### src/rtl/iod_dly_seq.sv
// iod_dly_seq: turns load / move-N requests into spaced IOD delay-line pulses and tracks the tap position.
// Define IOD_DLY_SW_CLAMP_EN to stop a move before any pulse that would leave [0, MAX_TAPS].
module iod_dly_seq #(
    parameter int TAP_W       = 8,
    parameter int TAP_INIT    = 1,
    parameter int MAX_TAPS    = 255,
    parameter int MOVE_GAP    = 3,
    parameter int LOAD_CYCLES = 2
) (
    input  logic             FAB_CLK,
    input  logic             ARST_N,
    input  logic             req_valid,
    output logic             req_ready,
    input  logic             req_op,
    input  logic             req_dir,
    input  logic [TAP_W-1:0] req_taps,
    output logic             done,
    output logic             done_err,
    output logic [TAP_W-1:0] tap_count,
    output logic             DELAY_LINE_MOVE,
    output logic             DELAY_LINE_DIRECTION,
    output logic             DELAY_LINE_LOAD,
    input  logic             DELAY_LINE_OUT_OF_RANGE
);

    typedef enum logic [2:0] {
        ST_IDLE,
        ST_LOAD,
        ST_SETUP,
        ST_PULSE,
        ST_GAP,
        ST_DONE
    } state_e;

`ifdef IOD_DLY_SW_CLAMP_EN
    localparam logic CLAMP_EN = 1'b1;
`else
    localparam logic CLAMP_EN = 1'b0;
`endif

    localparam logic [3:0]       GAP_LAST  = 4'(MOVE_GAP - 1);
    localparam logic [3:0]       LOAD_LAST = 4'(LOAD_CYCLES - 1);
    localparam logic [TAP_W-1:0] TAP_RST   = TAP_W'(TAP_INIT);

    // True when one more pulse in direction 'up' would leave the software window.
    function automatic logic clamp_hit(input logic [TAP_W-1:0] tap, input logic up);
        if (!CLAMP_EN) begin
            return 1'b0;
        end
        return up ? (int'(tap) >= MAX_TAPS) : (tap == '0);
    endfunction

    state_e             state_q, state_d;
    logic [3:0]         cnt_q, cnt_d;
    logic [TAP_W-1:0]   rem_q, rem_d;
    logic [TAP_W-1:0]   tap_q, tap_d;
    logic               dir_q, dir_d;
    logic               err_q, err_d;
    logic               move_q, move_d;
    logic               load_q, load_d;
    logic               done_q, done_d;
    logic               ready_q, ready_d;
    logic               oor_s1_q, oor_s1_d;
    logic               oor_s2_q, oor_s2_d;
    logic [TAP_W-1:0]   tap_step;

    assign tap_step = dir_q ? tap_q + TAP_W'(1) : tap_q - TAP_W'(1);

    // NOTE: every variable gets a default before the case so no path leaves one unassigned (no latch).
    always_comb begin
        state_d  = state_q;
        cnt_d    = cnt_q;
        rem_d    = rem_q;
        tap_d    = tap_q;
        dir_d    = dir_q;
        err_d    = 1'b0;
        oor_s1_d = DELAY_LINE_OUT_OF_RANGE;
        oor_s2_d = oor_s1_q;

        unique case (state_q)
            ST_IDLE: begin
                if (req_valid) begin
                    if (req_op) begin
                        state_d = ST_LOAD;
                        cnt_d   = LOAD_LAST;
                    end else begin
                        state_d = ST_SETUP;
                        dir_d   = req_dir;
                        rem_d   = req_taps;
                    end
                end
            end
            ST_LOAD: begin
                if (cnt_q == '0) begin
                    tap_d   = TAP_RST;
                    state_d = ST_DONE;
                end else begin
                    cnt_d = cnt_q - 4'd1;
                end
            end
            ST_SETUP: begin
                if (rem_q == '0) begin
                    state_d = ST_DONE;
                end else if (clamp_hit(tap_q, dir_q)) begin
                    state_d = ST_DONE;
                    err_d   = 1'b1;
                end else begin
                    state_d = ST_PULSE;
                end
            end
            ST_PULSE: begin
                rem_d   = rem_q - TAP_W'(1);
                cnt_d   = GAP_LAST;
                state_d = ST_GAP;
            end
            ST_GAP: begin
                if (cnt_q != '0) begin
                    cnt_d = cnt_q - 4'd1;
                end else if (oor_s2_q) begin
                    // The IOD refused this pulse: keep the old tap and abandon the rest.
                    state_d = ST_DONE;
                    err_d   = 1'b1;
                end else begin
                    tap_d = tap_step;
                    if (rem_q == '0) begin
                        state_d = ST_DONE;
                    end else if (clamp_hit(tap_step, dir_q)) begin
                        state_d = ST_DONE;
                        err_d   = 1'b1;
                    end else begin
                        state_d = ST_PULSE;
                    end
                end
            end
            ST_DONE: begin
                state_d = ST_IDLE;
            end
            default: begin
                state_d = ST_IDLE;
            end
        endcase

        // Outputs decode the next state so that they are registered yet aligned with it.
        move_d  = (state_d == ST_PULSE);
        load_d  = (state_d == ST_LOAD);
        done_d  = (state_d == ST_DONE);
        ready_d = (state_d == ST_IDLE);
    end

    // NOTE: sequential state uses non-blocking assignments so all flops update together at the edge.
    always_ff @(posedge FAB_CLK or negedge ARST_N) begin
        if (!ARST_N) begin
            state_q  <= ST_IDLE;
            cnt_q    <= '0;
            rem_q    <= '0;
            tap_q    <= TAP_RST;
            dir_q    <= 1'b0;
            err_q    <= 1'b0;
            move_q   <= 1'b0;
            load_q   <= 1'b0;
            done_q   <= 1'b0;
            ready_q  <= 1'b1;
            oor_s1_q <= 1'b0;
            oor_s2_q <= 1'b0;
        end else begin
            state_q  <= state_d;
            cnt_q    <= cnt_d;
            rem_q    <= rem_d;
            tap_q    <= tap_d;
            dir_q    <= dir_d;
            err_q    <= err_d;
            move_q   <= move_d;
            load_q   <= load_d;
            done_q   <= done_d;
            ready_q  <= ready_d;
            oor_s1_q <= oor_s1_d;
            oor_s2_q <= oor_s2_d;
        end
    end

    assign req_ready            = ready_q;
    assign done                 = done_q;
    assign done_err             = err_q;
    assign tap_count            = tap_q;
    assign DELAY_LINE_MOVE      = move_q;
    assign DELAY_LINE_DIRECTION = dir_q;
    assign DELAY_LINE_LOAD      = load_q;

endmodule

### config.mk
export PLATFORM = sky130hd
export DESIGN_NAME = iod_dly_seq
export DESIGN_NICKNAME = d
export VERILOG_FILES = /design/src/rtl/iod_dly_seq.sv
export SDC_FILE = /design/constraint.sdc
export NUM_CORES = 1
export LEC_CHECK = 0
export ABC_AREA = 1
export CORE_MARGIN = 10
export CORE_UTILIZATION = 49
export CTS_CLUSTER_DIAMETER = 60
export CTS_CLUSTER_SIZE = 28
export DETAILED_ROUTE_END_ITERATION = 10
export GPL_ROUTABILITY_DRIVEN = 0
export HOLD_SLACK_MARGIN = 0.15
export PLACE_DENSITY = 0.76
export RECOVER_POWER = 50
export SLEW_MARGIN = 40
export SYNTH_ARGS = -nofsm -noshare
export SYNTH_HDL_FRONTEND = slang
export SYNTH_SLANG_ARGS = --single-unit
export TNS_END_PERCENT = 10
### constraint.sdc
create_clock -name FAB_CLK -period 1.5 [get_ports FAB_CLK]
set_input_delay 0.3 -clock FAB_CLK [delete_from_list [all_inputs] [get_ports FAB_CLK]]
set_output_delay 0.3 -clock FAB_CLK [all_outputs]
set_load 0.02 [all_outputs]
==> flow_summary.json <==
{
  "hpwlAfterDp_mm": 3.314,
  "layout_commonest_cell": "nand2_1",
  "postLayoutSetupSlackWorst_ns": -0.03905,
  "fillers": 355,
  "synth_cells": 265,
  "synth_top_area_share_pct": 36.41,
  "vias": 1814,
  "worstMarginPinSlew_ns": 0.7736,
  "route.detailed.drc": 0,
  "wl_mm": 4.343,
  "hold_viol_final": 0,
  "seq_area_frac_synth_pct": 39.05,
  "clockBufferDepth": 2,
  "skew_ns": 0.009828,
  "ant_nets": 0,
  "start_kind": "register",
  "hold_end": "oor_s2_q$_DFF_PN0_",
  "grt_max_degree": 32,
  "overflow": 0,
  "max_freq_mhz": 649.8,
  "core_area_um2": 3971,
  "numPortBuffers": 27,
  "setup_viol": 1,
  "reg2regPathDepth": 7,
  "grt_first_pass_wirelength_mm": 7.790,
  "final_util_pct": 64.40,
  "cts_root_buffer": "clkbuf_8",
  "ys_types": 30,
  "cts.sinks": 31,
  "cap_violations": 0,
  "violations": "negative setup slack",
  "vias_per_cell": 4.956,
  "required_ns": 1.68,
  "rsz0062_at_grt": "yes",
  "synth_fp_nets": 289,
  "holdPathStages": 0,
  "first_pass_iters": 4,
  "grt_pass1_vias": 1772,
  "worstReg2RegEnd": "tap_count[6]$_DFFE_PN0P_",
  "min_period_ns": 1.539,
  "mostFrequentLayoutCells": "62 x nand2_1, 31 x inv_1, 28 x dfrtp_1",
  "grt_use_total_pct": 12.92,
  "endpoint_kind": "register",
  "synthTopCellsByArea": "dfrtp_1 36%, nand2_1 12%, inv_1 6.6%, ha_1 5.6%, nor2_1 5.3%",
  "fp.dieW_um": 83.78,
  "fp.dieArea_um2": 7019,
  "ys_ff_latch": 31,
  "fin_crit_sh_pct": 102.6,
  "antenna_found_initial": 0,
  "yosys.area.top_type": "dfrtp_1",
  "cts_tree": "built",
  "power.density_nw_per_um2": 2279,
  "ir_worst_vdd_mv": 1.047,
  "wl_per_cell_um": 11.87,
  "path_clk_slew_ns": 0.07,
  "critPathMaxFanout": 7,
  "initial_utilization_pct": 50.19,
  "htreeDepth": 2,
  "syn-cell-area_um2": 1993,
  "fin_hold_ws_ns": 0.3578,
  "num_rows": 23,
  "drtIter0Drc": 80,
  "cp_data_arrival_time_ns": 1.72,
  "insertion_delay_ns": 0.29,
  "avgSynthCellArea_um2": 7.521,
  "r2r-start": "DELAY_LINE_DIRECTION$_DFFE_PN0P_",
  "die_height_um": 83.78,
  "final_nets": 339,
  "final_area_um2": 2557,
  "hold_path.class": "register to register",
  "yosys_warnings": 0,
  "maxSlewViolCount": 0,
  "cts_made_buffers": 5,
  "relSlewSlack_pct": 48.42,
  "diodes": 0,
  "worstSetupPathType": "register to register",
  "p_leak_nw": 1.370,
  "ios": 28,
  "post-cts-setup-buffers": 0,
  "dpl_cell_area_um2": 2451,
  "rrSetupSlack_ns": -0.04,
  "hp-start": "oor_s1_q$_DFF_PN0_",
  "status": "finished, violations left",
  "layout-drive-gt1-share_pct": 22.15,
  "synthToLayoutAreaGrowth_pct": 28.31
}
how the worst max path moves through the flow:
stage,slack (ns),end,startpoint,cells past startpoint
floorplan,-0.04,tap_count[6]$_DFFE_PN0P_,tap_count[0]$_DFFE_PN1P_,8
global route,-0.16,tap_count[7]$_DFFE_PN0P_,DELAY_LINE_DIRECTION$_DFFE_PN0P_,10
detailed placement,-0.16,rem_q[5]$_DFFE_PN0P_,req_valid,10
finish,-0.04,tap_count[6]$_DFFE_PN0P_,DELAY_LINE_DIRECTION$_DFFE_PN0P_,7
global placement,-0.11,rem_q[5]$_DFFE_PN0P_,req_valid,10
CTS,-0.04,tap_count[6]$_DFFE_PN0P_,DELAY_LINE_DIRECTION$_DFFE_PN0P_,8
worst max-delay path, cell delays in order (launching register included):
cell and delay, ns:
dfrtp_2 0.43, inv_4 0.11, ha_1 0.30, a21o_1 0.23, nand2_1 0.10, nand4_1 0.10, nand3_1 0.11, nand2_1 0.06
kinds of logic (layout without fill, tap and decap cells):
logic type,count (synthesis),after routing,synth area share [%]
simple gates,131,131,29.32
fa+ha+maj,10,10,6.654
compound gates,40,40,12.12
buf+inv,46,97,9.793
xor+xnor,7,7,3.076
flops,31,31,39.05
flip-flops by register name, indices dropped and copies added, names as in the netlist, 3 cells and up:
| name | cells |
|---|---|
| rem_q | 8 |
| cnt_q | 4 |
| state_q | 3 |
| tap_count | 8 |
report_power, final:
group / switching [mW] / internal, mW
logic: 2.09 / 1.56
registers: 0.288 / 1.21
clock network: 0.312 / 0.370
stage by stage:
stage,TNS [ns],cells,worst slack [ns],power [mW]
after CTS,-0.06018,366,-0.04277,5.729
after global placement,-0.8148,358,-0.1149,5.038
after detailed placement,-1.486,358,-0.1642,5.133
final,-0.03905,366,-0.03905,5.828
after global routing,-0.4668,366,-0.1597,6.475
after floorplan,-0.05695,265,-0.04370,3.937
synthesized netlist by cell type (all sizes together):
cell	n
nor2	33
nand3	23
a21oi	12
o21ai	21
nand4	2
dfstp	2
ha	9
inv	43
fa	1
xnor2	2
buf	3
xor2	5
a31oi	1
dfrtp	29
nand2	72
a21o	2
o211ai	1
o22ai	3
nor3	1
routing by layer:
metal	routed length [um]	vias to the layer above	track usage (%)
met2	1965	35	20.49
met5	0	-	0
met3	218	12	3.320
met1	2040	826	15.68
li1	-	941	-
met4	118	0	6.545
cell type report:
cell class                      instances  area (um2)  area share, %
Multi-Input combinational cell        188        1060          41.44
Timing Repair Buffer                   46       397.9          15.56
Clock buffer                            7       86.33          3.376
Inverter                               43       166.4          6.507
Clock inverter                          1       5.005         0.1957
Sequential cell                        31       779.5          30.48
Tap cell                               50       62.56          2.446
repair_timing:
| action | in CTS | in global routing |
|---|---|---|
| gates resized for setup | 14 | 15 |
| hold buffers | 0 | 0 |
| endpoints found under the setup margin | 19 | 16 |
| pin swaps | 2 | 1 |
Note: power is estimated with default switching activity, not from simulation.
